[config.mk]
export PLATFORM = sky130hd
export DESIGN_NAME = panel_input_ctrl_flat
export DESIGN_NICKNAME = d
export VERILOG_FILES = /design/src/rtl/panel_input_ctrl_if.sv /design/src/rtl/panel_input_ctrl.sv /design/src/flat_wrapper.sv
export SDC_FILE = /design/constraint.sdc
export NUM_CORES = 1
export LEC_CHECK = 0
export CORE_MARGIN = 4
export CORE_UTILIZATION = 55
export CTS_CLUSTER_SIZE = 24
export DETAILED_ROUTE_END_ITERATION = 8
export PLACE_DENSITY = 0.82
export SLEW_MARGIN = 20
export SYNTH_ARGS = -nofsm -noshare
export SYNTH_HDL_FRONTEND = slang
export SYNTH_SLANG_ARGS = --single-unit
[constraint.sdc]
create_clock -name clk -period 9.3 [get_ports clk]
set_input_delay 1.395 -clock clk [delete_from_list [all_inputs] [get_ports clk]]
set_output_delay 1.395 -clock clk [all_outputs]
set_load 0.005 [all_outputs]
[src/rtl/panel_input_ctrl_if.sv]
// panel_input_ctrl_if: raw panel buttons in, alarm-clock control strobes and levels out
interface panel_input_ctrl_if;
    logic btn_tset, btn_aset, btn_min, btn_hrs, btn_day, btn_aon;
    logic Pulse, Timeset, Alarmset, Minadv, Hrsadv, Dayadv, Alarmon;
    modport master (
        output btn_tset, btn_aset, btn_min, btn_hrs, btn_day, btn_aon,
        input  Pulse, Timeset, Alarmset, Minadv, Hrsadv, Dayadv, Alarmon
    );
    modport slave (
        input  btn_tset, btn_aset, btn_min, btn_hrs, btn_day, btn_aon,
        output Pulse, Timeset, Alarmset, Minadv, Hrsadv, Dayadv, Alarmon
    );
endinterface

[src/rtl/panel_input_ctrl.sv]
// panel_input_ctrl: 1 Hz prescaler, button sync/debounce, alarm toggle and auto-repeat advance strobes
module panel_input_ctrl #(
    parameter int TICK_DIV   = 50_000_000,
    parameter int DB_CYCLES  = 500_000,
    parameter int REPEAT_DLY = 25_000_000,
    parameter int REPEAT_PER = 10_000_000
) (
    input logic clk,
    input logic rst,
    panel_input_ctrl_if.slave io
);
    localparam int TW = $clog2(TICK_DIV);
    localparam int DW = $clog2(DB_CYCLES + 1);
    localparam int RW = $clog2((REPEAT_DLY > REPEAT_PER ? REPEAT_DLY : REPEAT_PER) + 1);
    typedef enum logic [1:0] {S_IDLE, S_WAIT, S_RPT} adv_e;
    logic [TW-1:0] tick_q;
    logic [5:0] raw, s1_q, s2_q, lvl_q, flip;
    logic [3:0] rise;
    logic [2:0] fall, stb;
    logic aon_q, mode;
    always_ff @(posedge clk or posedge rst) begin
        if (rst) tick_q <= '0;
        else tick_q <= (tick_q == TW'(TICK_DIV - 1)) ? '0 : tick_q + 1'b1;
    end
    // bit order: 0 tset, 1 aset, 2 min, 3 hrs, 4 day, 5 aon
    assign raw = {io.btn_aon, io.btn_day, io.btn_hrs, io.btn_min, io.btn_aset, io.btn_tset};
    always_ff @(posedge clk or posedge rst) begin
        if (rst) begin
            s1_q  <= '0;
            s2_q  <= '0;
            lvl_q <= '0;
            aon_q <= 1'b0;
        end else begin
            s1_q  <= raw;
            s2_q  <= s1_q;
            lvl_q <= lvl_q ^ flip;
            aon_q <= aon_q ^ rise[3];
        end
    end
    for (genvar b = 0; b < 6; b++) begin : g_db
        logic [DW-1:0] cnt_q;
        assign flip[b] = (s2_q[b] != lvl_q[b]) && (cnt_q == DW'(DB_CYCLES - 1));
        always_ff @(posedge clk or posedge rst) begin
            if (rst) cnt_q <= '0;
            else cnt_q <= (s2_q[b] == lvl_q[b] || flip[b]) ? '0 : cnt_q + 1'b1;
        end
    end
    assign rise = flip[5:2] & ~lvl_q[5:2];
    assign fall = flip[4:2] & lvl_q[4:2];
    assign mode = lvl_q[0] | lvl_q[1];
    // FSMs keep running while set mode is off; only their strobes are gated
    for (genvar a = 0; a < 3; a++) begin : g_adv
        adv_e st_q, st_d;
        logic [RW-1:0] cnt_q, cnt_d;
        logic stb_q, stb_d;
        always_comb begin
            st_d  = st_q;
            cnt_d = cnt_q;
            stb_d = 1'b0;
            if (fall[a]) st_d = S_IDLE;
            else if (st_q == S_IDLE) begin
                if (rise[a]) begin
                    stb_d = 1'b1;
                    cnt_d = RW'(REPEAT_DLY - 1);
                    st_d  = S_WAIT;
                end
            end else if (cnt_q == '0) begin
                stb_d = 1'b1;
                cnt_d = RW'(REPEAT_PER - 1);
                st_d  = S_RPT;
            end else cnt_d = cnt_q - 1'b1;
        end
        always_ff @(posedge clk or posedge rst) begin
            if (rst) begin
                st_q  <= S_IDLE;
                cnt_q <= '0;
                stb_q <= 1'b0;
            end else begin
                st_q  <= st_d;
                cnt_q <= cnt_d;
                stb_q <= stb_d;
            end
        end
        assign stb[a] = stb_q;
    end
    assign io.Pulse    = tick_q == TW'(TICK_DIV - 1);
    assign io.Timeset  = lvl_q[0];
    assign io.Alarmset = lvl_q[1] & ~lvl_q[0];
    assign io.Minadv   = stb[0] & mode;
    assign io.Hrsadv   = stb[1] & mode;
    assign io.Dayadv   = stb[2] & mode;
    assign io.Alarmon  = aon_q;
endmodule

[src/flat_wrapper.sv]
// flat-port wrapper written by rule: the top's interface ports become plain ports
module panel_input_ctrl_flat 
#(
    parameter int TICK_DIV   = 50_000_000,
    parameter int DB_CYCLES  = 500_000,
    parameter int REPEAT_DLY = 25_000_000,
    parameter int REPEAT_PER = 10_000_000
)
  (clk, rst, io_btn_tset, io_btn_aset, io_btn_min, io_btn_hrs, io_btn_day, io_btn_aon, io_Pulse, io_Timeset, io_Alarmset, io_Minadv, io_Hrsadv, io_Dayadv, io_Alarmon);
  panel_input_ctrl_if io_i ();
  input logic clk;
  input logic rst;
  input wire logic [$bits(io_i.btn_tset)-1:0] io_btn_tset;
  input wire logic [$bits(io_i.btn_aset)-1:0] io_btn_aset;
  input wire logic [$bits(io_i.btn_min)-1:0] io_btn_min;
  input wire logic [$bits(io_i.btn_hrs)-1:0] io_btn_hrs;
  input wire logic [$bits(io_i.btn_day)-1:0] io_btn_day;
  input wire logic [$bits(io_i.btn_aon)-1:0] io_btn_aon;
  output wire logic [$bits(io_i.Pulse)-1:0] io_Pulse;
  output wire logic [$bits(io_i.Timeset)-1:0] io_Timeset;
  output wire logic [$bits(io_i.Alarmset)-1:0] io_Alarmset;
  output wire logic [$bits(io_i.Minadv)-1:0] io_Minadv;
  output wire logic [$bits(io_i.Hrsadv)-1:0] io_Hrsadv;
  output wire logic [$bits(io_i.Dayadv)-1:0] io_Dayadv;
  output wire logic [$bits(io_i.Alarmon)-1:0] io_Alarmon;
  assign io_i.btn_tset = io_btn_tset;
  assign io_i.btn_aset = io_btn_aset;
  assign io_i.btn_min = io_btn_min;
  assign io_i.btn_hrs = io_btn_hrs;
  assign io_i.btn_day = io_btn_day;
  assign io_i.btn_aon = io_btn_aon;
  assign io_Pulse = io_i.Pulse;
  assign io_Timeset = io_i.Timeset;
  assign io_Alarmset = io_i.Alarmset;
  assign io_Minadv = io_i.Minadv;
  assign io_Hrsadv = io_i.Hrsadv;
  assign io_Dayadv = io_i.Dayadv;
  assign io_Alarmon = io_i.Alarmon;
  panel_input_ctrl #(.TICK_DIV(TICK_DIV), .DB_CYCLES(DB_CYCLES), .REPEAT_DLY(REPEAT_DLY), .REPEAT_PER(REPEAT_PER)) u_core (.clk(clk), .rst(rst), .io(io_i));
endmodule
==> metrics, run 1 <==
hold-fix buffers at CTS=0; end of the worst hold path=u_core.s2_q[2]; antenna violations before repair=0; first-pass GRT wire length=41800 um; async set or reset register ratio after synthesis=1.00; fraction of layout cells with a size suffix above 1=0.0620; Setup TNS=0 ns; most frequent cells in the layout=dfrtp_1, nor2_1, nand2_1; Crit. End Element=output port; Routed Antenna Nets=0; Slew @ Worst Pin=0.927 ns; Yosys top cell area share=0.505; Hold Path Origin=u_core.s1_q[2]; Top-Level Pins=15; max cap viols=0; Num CTS Buffers=25; Final Hold Fails=0; area leader, netlist=dfrtp_1; syn_area_per_cell=9.35 sq um; vias in the first global route=9168; Seq/Total Area, Yosys=0.505; Worst VDD drop=0.153 mV; commonest non-fill, non-tap cell in the layout=dfrtp_1; synthesized area=0.0120 sq mm; ys flop type=dfrtp_1; CTS sink count=243; hold path depth=0; Post-synth EDFFs=0; DR pass1 iterations=6; grt total ovfl=0; Core Footprint=0.0213 sq mm; CP startpoint kind=flop; Port Buf Inserts=14; RePlAce Congestion=0.861; post-route design area=0.0133 sq mm; CP Max Fanout=6; total setup buffers inserted after CTS=0; crit path launch=u_core.tick_q[18]; fin. max-slew vios=0; Tmin final=3.68 ns; via count=9341; HPWL after DPL=15100 um; top cells by area, synth=dfrtp_1, nor2_1, xor2_1; DR WL/cell=14.6 um; worst setup margin=5.62 ns; Diodes inserted=0; Worst path slowest cell=clkdlybuf4s50_1; final setup vio count=0; largest net degree at the start of global routing=90; Synth-to-Final Area Change=10.5%; pwr dens=160 mW/mm^2; outcome=completed; FF-to-FF End=u_core.g_adv[0].cnt_q[19]; Worst Path Required=7.91 ns; delay of the slowest critical-path stage=0.57 ns; Worst-path clk slew=0.06 ns; nets=1322; Final Skew=0.0179 ns; Root Buffer=clkbuf_16; leak pwr=5.83 nW; R2R Setup Slk=6.52 ns; cts repair resizes=0; GRT Util Overall=0.197; WS Path Type=flop to output port; # rows=53; Initial Util=0.566; Cells after Synth=1289; CTS tree=done; RSZ-0062 raised after global routing=no; pre-CTS setup slack=5.80 ns; min-delay worst type=flop to flop; final core occ=0.626; Clock Tree Buf Depth=3; H-tree Lvls=1; 1st-iter DRT viols=690; PnR Total Power=2.13 mW; fmax=0.272 GHz; Post-Route WL=23300 um; DRC Markers=0; die height=156 um; Post-Syn Nets=1307; vias per cell=5.85; Synth cell types=65; cell area after placement=0.0125 sq mm; final worst path period share=0.396; Yosys warnings=0; Slew HR=0.377; FF-to-FF Start=u_core.g_adv[0].cnt_q[0]; die width=156 um; crit path cell chain=nor4_1, nand4_1, nor4_2, clkdlybuf4s50_1; Synth Register Bits=243; worst skew pair latency=0.52 ns; Arrival @ worst endpoint=2.29 ns; die area=0.0243 sq mm; r2r worst-path depth=7
-- layer usage --
metal  GRT usage  vias up  share of wire
met4      0.0363        0          0.013
met5           0        -              0
met1       0.286     4572           0.48
met3      0.0222       28          0.035
li1            -     4568              -
met2       0.327      173           0.47
-- through the flow --
step                      hold slack, ns  cells
after floorplan                    0.331   1289
final                              0.344   1597
after CTS                          0.343   1597
after global routing               0.357   1597
after global placement             0.333   1552
after detailed placement           0.335   1552
-- sequential cells by signal, indices dropped and copies added, names as in the netlist, named ones only --
| signal | cells |
|---|---|
| u_core.g_adv.st_q | 6 |
| u_core.g_adv.stb_q | 3 |
| u_core.s2_q | 6 |
| u_core.io.Alarmon | 1 |
| u_core.tick_q | 26 |
| u_core.g_db.cnt_q | 114 |
| u_core.s1_q | 6 |
| u_core.g_adv.cnt_q | 75 |
-- layout make-up --
| type | instances | area (sq um) |
|---|---|---|
| Fill cell | 1693 | 7970 |
| Sequential cell | 243 | 6080 |
| Multi-Input combinational cell | 981 | 5720 |
| Clock buffer | 36 | 767 |
| Tap cell | 275 | 344 |
| Timing Repair Buffer | 21 | 196 |
| Inverter | 32 | 128 |
| Clock inverter | 9 | 85.1 |
-- power by group --
group	internal, mW	switching, mW
clock	0.601	0.411
sequential	1.07	0.00823
combinational	0.0111	0.0336
-- critical path: cells and delay by family, from the launching register on --
family / cells / cell delay [ns]
buffers and inverters: 1 / 0.57
DFF: 1 / 0.44
and+or+nand+nor: 3 / 0.77
-- logic make-up (layout without fill, tap and decap cells) --
family                   count (synthesis)  in the layout  synth area share
AND/OR/NAND/NOR                        624            624             0.257
AO/OA/AOI/OAI                          211            211             0.106
flip-flops                             243            243             0.505
adder cells (fa/ha/maj)                 10             10            0.0104
buffers and inverters                   65             98            0.0217
multiplexers                             9              9           0.00841
XOR/XNOR                               127            127            0.0923
-- how the worst max path moves through the flow --
stage                                             to  slack [ns]  cells after the start
final                                       io_Pulse        5.62                      4
after global routing                        io_Pulse        5.48                      4
after CTS                                   io_Pulse        5.59                      4
after detailed placement    u_core.g_db[5].cnt_q[17]        5.80                      3
after global placement      u_core.g_db[5].cnt_q[17]        5.83                      3
after floorplan           asynchronous set/reset pin        1.23                      1
-- synthesized netlist by cell type, drive strengths merged, types with 4 or more instances --
library cell / n
o21a: 5
o41ai: 7
or3: 18
and4: 11
dfrtp: 243
or4: 11
inv: 32
clkbuf: 23
ha: 10
nor2: 222
nand2b: 6
xnor2: 63
and3: 21
nor2b: 11
nor4: 27
mux2: 6
nor3: 40
buf: 10
or2: 10
o31ai: 18
nor4b: 9
a31oi: 18
and2: 19
nand2: 104
nor3b: 5
or4b: 4
a22o: 7
nand3: 71
a21oi: 54
o21ai: 79
xor2: 64
nand4: 25
Power figures use the tool's default switching activity.
==> inputs of run 2 (changes only) <==
--- a/config.mk
+++ b/config.mk
@@ -9,7 +9,7 @@
 export CORE_UTILIZATION = 55
 export CTS_CLUSTER_SIZE = 24
 export DETAILED_ROUTE_END_ITERATION = 8
-export PLACE_DENSITY = 0.82
+export PLACE_DENSITY = 0.85
 export SLEW_MARGIN = 20
 export SYNTH_ARGS = -nofsm -noshare
 export SYNTH_HDL_FRONTEND = slang
==> constraint.sdc (replaced) <==
create_clock -name clk -period 3.17 [get_ports clk]
set_input_delay 0.4755 -clock clk [delete_from_list [all_inputs] [get_ports clk]]
set_output_delay 0.4755 -clock clk [all_outputs]
set_load 0.005 [all_outputs]
==> run 2 against run 1 <==
  * Clock power increased to 3.0 times the previous value
  * Sequential power increased to 2.9 times the previous value
  * Sequential share of layout area decreased by 0.33 points
  * Clock skew increased by 0.012 ns
  * Cell count increased by 0.63%
  * Hold slack improved by 0.0048 ns
  * Register-to-register slack got worse by 6.1 ns
  * Die area unchanged
  * Design area increased by 0.72%
  * Wire length increased by 2.0%
  * Non-clock buffer count increased by 7
  * Flip-flop and latch count unchanged
  * Critical endpoint unchanged
==> metrics, run 2 (synthesis gave the netlist of run 1 again) <==
Root Buffer=clkbuf_16; post-route design area=0.0134 sq mm (+0.72%); max cap viols=0 (unchanged); Final Hold Fails=0 (unchanged); fmax=0.358 GHz; antenna violations before repair=0 (unchanged); largest net degree at the start of global routing=116 (+29%); Worst Path Required=2.69 ns (-5.22 ns); Arrival @ worst endpoint=2.32 ns (+0.03 ns); CTS sink count=243 (unchanged); leak pwr=5.89 nW (+1.0%); die height=156 um (unchanged); hold-fix buffers at CTS=0 (unchanged); Crit. End Element=output port; vias in the first global route=9095 (-0.80%); worst hold slack=0.348 ns (+0.00483 ns); cts repair resizes=0 (unchanged); Biggest register=u_core.g_db.cnt_q; # rows=53 (unchanged); Post-Route WL=23800 um (+2.0%); Slew @ Worst Pin=0.881 ns (-0.0460 ns); nets=1330 (+0.61%); Tmin final=2.80 ns; final core occ=0.630 (+0.00453); area occupied by multi-input gates=0.00571 sq mm (about the same); filler cell count=1649 (-2.6%); Largest register FFs=114 (unchanged); die area=0.0243 sq mm (unchanged); H-tree Lvls=1 (unchanged); CP Max Fanout=6 (unchanged); commonest non-fill, non-tap cell in the layout=dfrtp_1; pwr dens=475 mW/mm^2 (+200%); DR WL/cell=14.8 um (+1.3%); outcome=completed; top flop regs=u_core.g_db.cnt_q: 114 flops, u_core.g_adv.cnt_q: 75 flops, u_core.tick_q: 26 flops; Top-Level Pins=15 (unchanged); HPWL after DPL=15400 um (+1.6%); first-pass GRT wire length=42500 um (+1.6%); cell area after placement=0.0125 sq mm (+0.59%); Core Footprint=0.0213 sq mm (unchanged); Diodes inserted=0 (unchanged); worst skew pair latency=0.54 ns (+0.02 ns); RePlAce Congestion=0.872 (+1.2%); fraction of layout cells with a size suffix above 1=0.0676 (+0.00554); Final Skew=0.0301 ns (+0.0122 ns); Port Buf Inserts=14 (unchanged); final setup vio count=0 (unchanged); 1st-iter DRT viols=776 (+12%); total setup buffers inserted after CTS=0 (unchanged); via count=9463 (+1.3%); die width=156 um (unchanged); RSZ-0062 raised after global routing=no; DRC Markers=0 (unchanged); DR pass1 iterations=6 (unchanged); Routed Antenna Nets=0 (unchanged); CTS tree=done; Slew HR=0.410 (+0.0338); Clock Tree Buf Depth=3 (unchanged); Synth-to-Final Area Change=11.3%; fin. max-slew vios=0 (unchanged); vias per cell=5.89 (+0.68%); Worst-path clk slew=0.06 ns (about the same); Num CTS Buffers=26 (+4.0%); final worst path period share=0.882; most frequent cells in the layout=dfrtp_1, nor2_1, nand2_1; Initial Util=0.566 (unchanged); Worst VDD drop=0.287 mV (+88%); grt total ovfl=0 (unchanged); CP startpoint kind=flop; WS Path Type=flop to output port; Storage cell area=0.00608 sq mm (unchanged); GRT Util Overall=0.201 (+0.00405); min-delay worst type=flop to flop
[run 2: cell types whose count changed in the layout (fill, tap and decap cells not counted), sizes merged]
cell	previous run	this run
buf	7	14
bufinv	1	2
clkbuf	36	35
clkinv	4	10
clkinvlp	3	2
inv	33	31
[run 2: worst paths after layout]
kind	from	end	slack [ns]	cells after the start
setup / recovery	u_core.tick_q[18]	io_Pulse	0.37	4
hold / removal	u_core.s1_q[2]	u_core.s2_q[2]	0.35	0
setup reg to reg	u_core.g_db[4].cnt_q[7]	u_core.g_adv[2].cnt_q[12]	0.44	6
hold reg to reg	u_core.s1_q[2]	u_core.s2_q[2]	0.35	0
max in group asynchronous	rst	u_core.tick_q[22]	2.15	3
min in group asynchronous	rst	u_core.g_adv[1].cnt_q[12]	0.42	3
[run 2: power by group]
group          internal (mW)  switching, mW  leakage [nW]
Sequential              3.13         0.0252          3.34
Combinational         0.0372         0.0990          2.11
Clock                   1.83           1.25         0.444
Total                   5.00           1.37          5.89
[run 2: layout make-up]
| type | instances | area share |
|---|---|---|
| Clock buffer | 35 | 0.0562 |
| Clock inverter | 13 | 0.00961 |
| Inverter | 32 | 0.00924 |
| Multi-Input combinational cell | 981 | 0.426 |
| Sequential cell | 243 | 0.453 |
| Tap cell | 275 | 0.0257 |
| Timing Repair Buffer | 28 | 0.0201 |
[run 2: metal layers]
metal	GRT usage	vias up	routed length, um
met3	0.0280	46	1080
met1	0.287	4584	10900
met5	0	-	0
met2	0.327	236	11300
li1	-	4597	-
met4	0.0529	0	540
[run 2: worst max-delay path, stage by stage (launching register included)]
cell and delay (ns):
dfrtp_1 0.44, nor4_1 0.30, nand4_1 0.16, nor4_2 0.35, clkdlybuf4s50_1 0.57
[run 2: per-stage QoR]
stage	setup slack (ns)	setup TNS [ns]	instances	total power, mW
floorplan	-0.495	-120.36	1289	3.30
CTS	0.312	0	1607	6.44
detailed placement	0.423	0	1559	3.35
global placement	0.533	0	1559	3.35
global route	0.143	0	1607	6.59
finish	0.373	0	1607	6.37
==> inputs of run 3 (changes only) <==
--- a/config.mk
+++ b/config.mk
@@ -5,7 +5,7 @@
 export SDC_FILE = /design/constraint.sdc
 export NUM_CORES = 1
 export LEC_CHECK = 0
-export CORE_MARGIN = 4
+export CORE_MARGIN = 5
 export CORE_UTILIZATION = 55
 export CTS_CLUSTER_SIZE = 24
 export DETAILED_ROUTE_END_ITERATION = 8
==> run 3 against run 2 <==
  * Utilization down 0.83 points
  * Via count up 0.20%
  * Flip-flop and latch count unchanged
  * Combinational power up 6%
  * Setup slack better by 0.029 ns
  * Total power up 1.2%
  * Clock-buffer cell count down 3
  * Fmax up 1.0%
  * Wire length up 1.0%
  * Cell count up 0.50%
  * Critical path type unchanged
  * Critical endpoint unchanged
  * Largest power group unchanged
==> metrics, run 3 (synthesis gave the netlist of run 1 again) <==
die height=158 um (+1.3%); fin. max-slew vios=0 (unchanged); Non-Filler Instances=1615 (+0.50%); Int Pwr=5.05 mW (+1.1%); r2r worst-path depth=7 (+1); Num CTS Buffers=27 (+3.8%); clock share of power=0.489 (+0.006); leak pwr=5.91 nW (+0.26%); CP bufs+invs=1 (unchanged); worst hold slack=0.349 ns (+0.000431 ns); Worst Path Required=2.69 ns (about the same); first-pass GRT wire length=42900 um (+1.1%); final worst path period share=0.873 (-0.00905); commonest non-fill, non-tap cell in the layout=dfrtp_1; worst setup margin=0.402 ns (+0.0287 ns); Biggest register=u_core.g_db.cnt_q; WS Path Type=flop to output port; Diodes inserted=0 (unchanged); Flop pwr share=0.489 (-0.006); vias per cell=5.87 (-0.30%); Routed Antenna Nets=0 (unchanged); fmax=0.361 GHz (+1.0%); Arrival @ worst endpoint=2.29 ns (-0.03 ns); crit path launch=u_core.tick_q[18]; DR WL/cell=14.9 um (+0.51%); die width=158 um (+1.3%); Hold Path Origin=u_core.s1_q[4]; top flop regs=u_core.g_db.cnt_q: 114 flops, u_core.g_adv.cnt_q: 75 flops, u_core.tick_q: 26 flops; GRT Util Overall=0.200 (-0.000964); dpl cells=1569 (+0.64%); highest metal layer with signal wires=met4; Crit. End Element=output port; switching power share of the total=0.216 (+0.00104); nets=1336 (+0.45%); CTS sink count=243 (unchanged); DR pass1 iterations=5 (-1); DRC Markers=0 (unchanged); cts repair resizes=0 (unchanged); 1st-iter DRT viols=810 (+4.4%); CP startpoint kind=flop; Metal-1 WL=10800 um (-0.54%); FF-to-FF Start=u_core.g_db[4].cnt_q[7]; # rows=54 (+1.9%); antenna violations before repair=0 (unchanged); delay-heaviest family, CP=simple AND/OR/NAND/NOR gates; outcome=completed; pre-CTS setup slack=0.490 ns (+0.0669 ns); Tmin final=2.77 ns (-0.0287 ns); H-tree Lvls=1 (unchanged); Initial Util=0.555 (-0.0105); max cap viols=0 (unchanged); PnR Total Power=6.45 mW (+1.2%); Final Hold Fails=0 (unchanged); largest net degree at the start of global routing=58 (-50%); pwr dens=478 mW/mm^2 (+0.69%); Port Buf Inserts=14 (unchanged); most frequent cells in the layout=dfrtp_1, nor2_1, nand2_1; Final Skew=0.0170 ns (-0.0131 ns); worst skew pair latency=0.53 ns (about the same); grt total ovfl=0 (unchanged); Clock Tree Buf Depth=3 (unchanged); Setup TNS=0 ns (unchanged); Slew @ Worst Pin=0.934 ns (+0.0536 ns); HPWL after DPL=15900 um (+3.6%); Worst-path clk slew=0.06 ns (about the same); delay of the slowest critical-path stage=0.57 ns (about the same); via count=9482 (+0.20%); Post-Route WL=24000 um (+1.0%); routed length on met2=11600 um (+2.3%); Sw Pwr=1.39 mW (+1.7%); fraction of layout cells with a size suffix above 1=0.0697 (+0.00210); Worst VDD drop=0.333 mV (+16%); CP Depth=4 (unchanged); Slew HR=0.376 (-0.0345); RSZ-0062 raised after global routing=no; final setup vio count=0 (unchanged); min-delay worst type=flop to flop; hold-fix buffers at CTS=0 (unchanged); crit path cell chain=nor4_1, nand4_1, nor4_2, clkdlybuf4s50_1; Top-Level Pins=15 (unchanged); CP Max Fanout=6 (unchanged); hold path depth=0 (unchanged); Largest register FFs=114 (unchanged); logic gate share of total power=0.022 (about the same); RePlAce Congestion=0.839 (-3.8%); CTS tree=done; Root Buffer=clkbuf_16; die area=0.0250 sq mm (+2.6%); Synth-to-Final Area Change=12.0%; vias in the first global route=9422 (+3.6%); metal3 WL=1090 um (+1.6%); total setup buffers inserted after CTS=0 (unchanged); Core Footprint=0.0217 sq mm (+1.9%); Worst path slowest cell=clkdlybuf4s50_1
run 3: cell count changes in the layout (fill, tap and decap cells not counted), sizes merged:
cell      delta
clkbuf       -3
buf          +5
clkinvlp     +3
clkinv       -5
bufinv       +1
inv          +2
run 3: per-layer routing:
metal,global-route usage,vias up
li1,-,4599
met1,0.278,4595
met2,0.328,238
met3,0.0279,50
met4,0.0662,0
met5,0,-
run 3: path summary, 6_finish.rpt:
kind / endpoint / slack [ns]
worst max-delay path: io_Pulse / 0.40
worst min-delay path: u_core.s2_q[4] / 0.35
worst max register to register: u_core.g_adv[2].cnt_q[4] / 0.49
worst min register to register: u_core.s2_q[4] / 0.35
max in group asynchronous: u_core.g_db[5].cnt_q[8] / 1.87
min in group asynchronous: u_core.g_adv[1].cnt_q[5] / 0.50
run 3: stage by stage:
stage,cell area (sq um),util
after floorplan,12100,-
after global placement,12600,0.580
after detailed placement,12600,0.580
after CTS,13500,0.622
after global routing,13500,0.622
final,13500,0.622
run 3: cell type report:
type | instances | area (sq um)
Clock inverter | 14 | 176
Tap cell | 280 | 350
Multi-Input combinational cell | 981 | 5710
Inverter | 32 | 124
Fill cell | 1714 | 8200
Clock buffer | 32 | 724
Timing Repair Buffer | 33 | 320
Sequential cell | 243 | 6080
run 3: power groups by stage:
stage,combinational (mW),sequential [mW],clock (mW)
after floorplan,0.0988,3.21,0
after global routing,0.170,3.16,3.36
after CTS,0.150,3.15,3.22
final,0.144,3.15,3.15
after detailed placement,0.150,3.21,0
after global placement,0.146,3.21,0
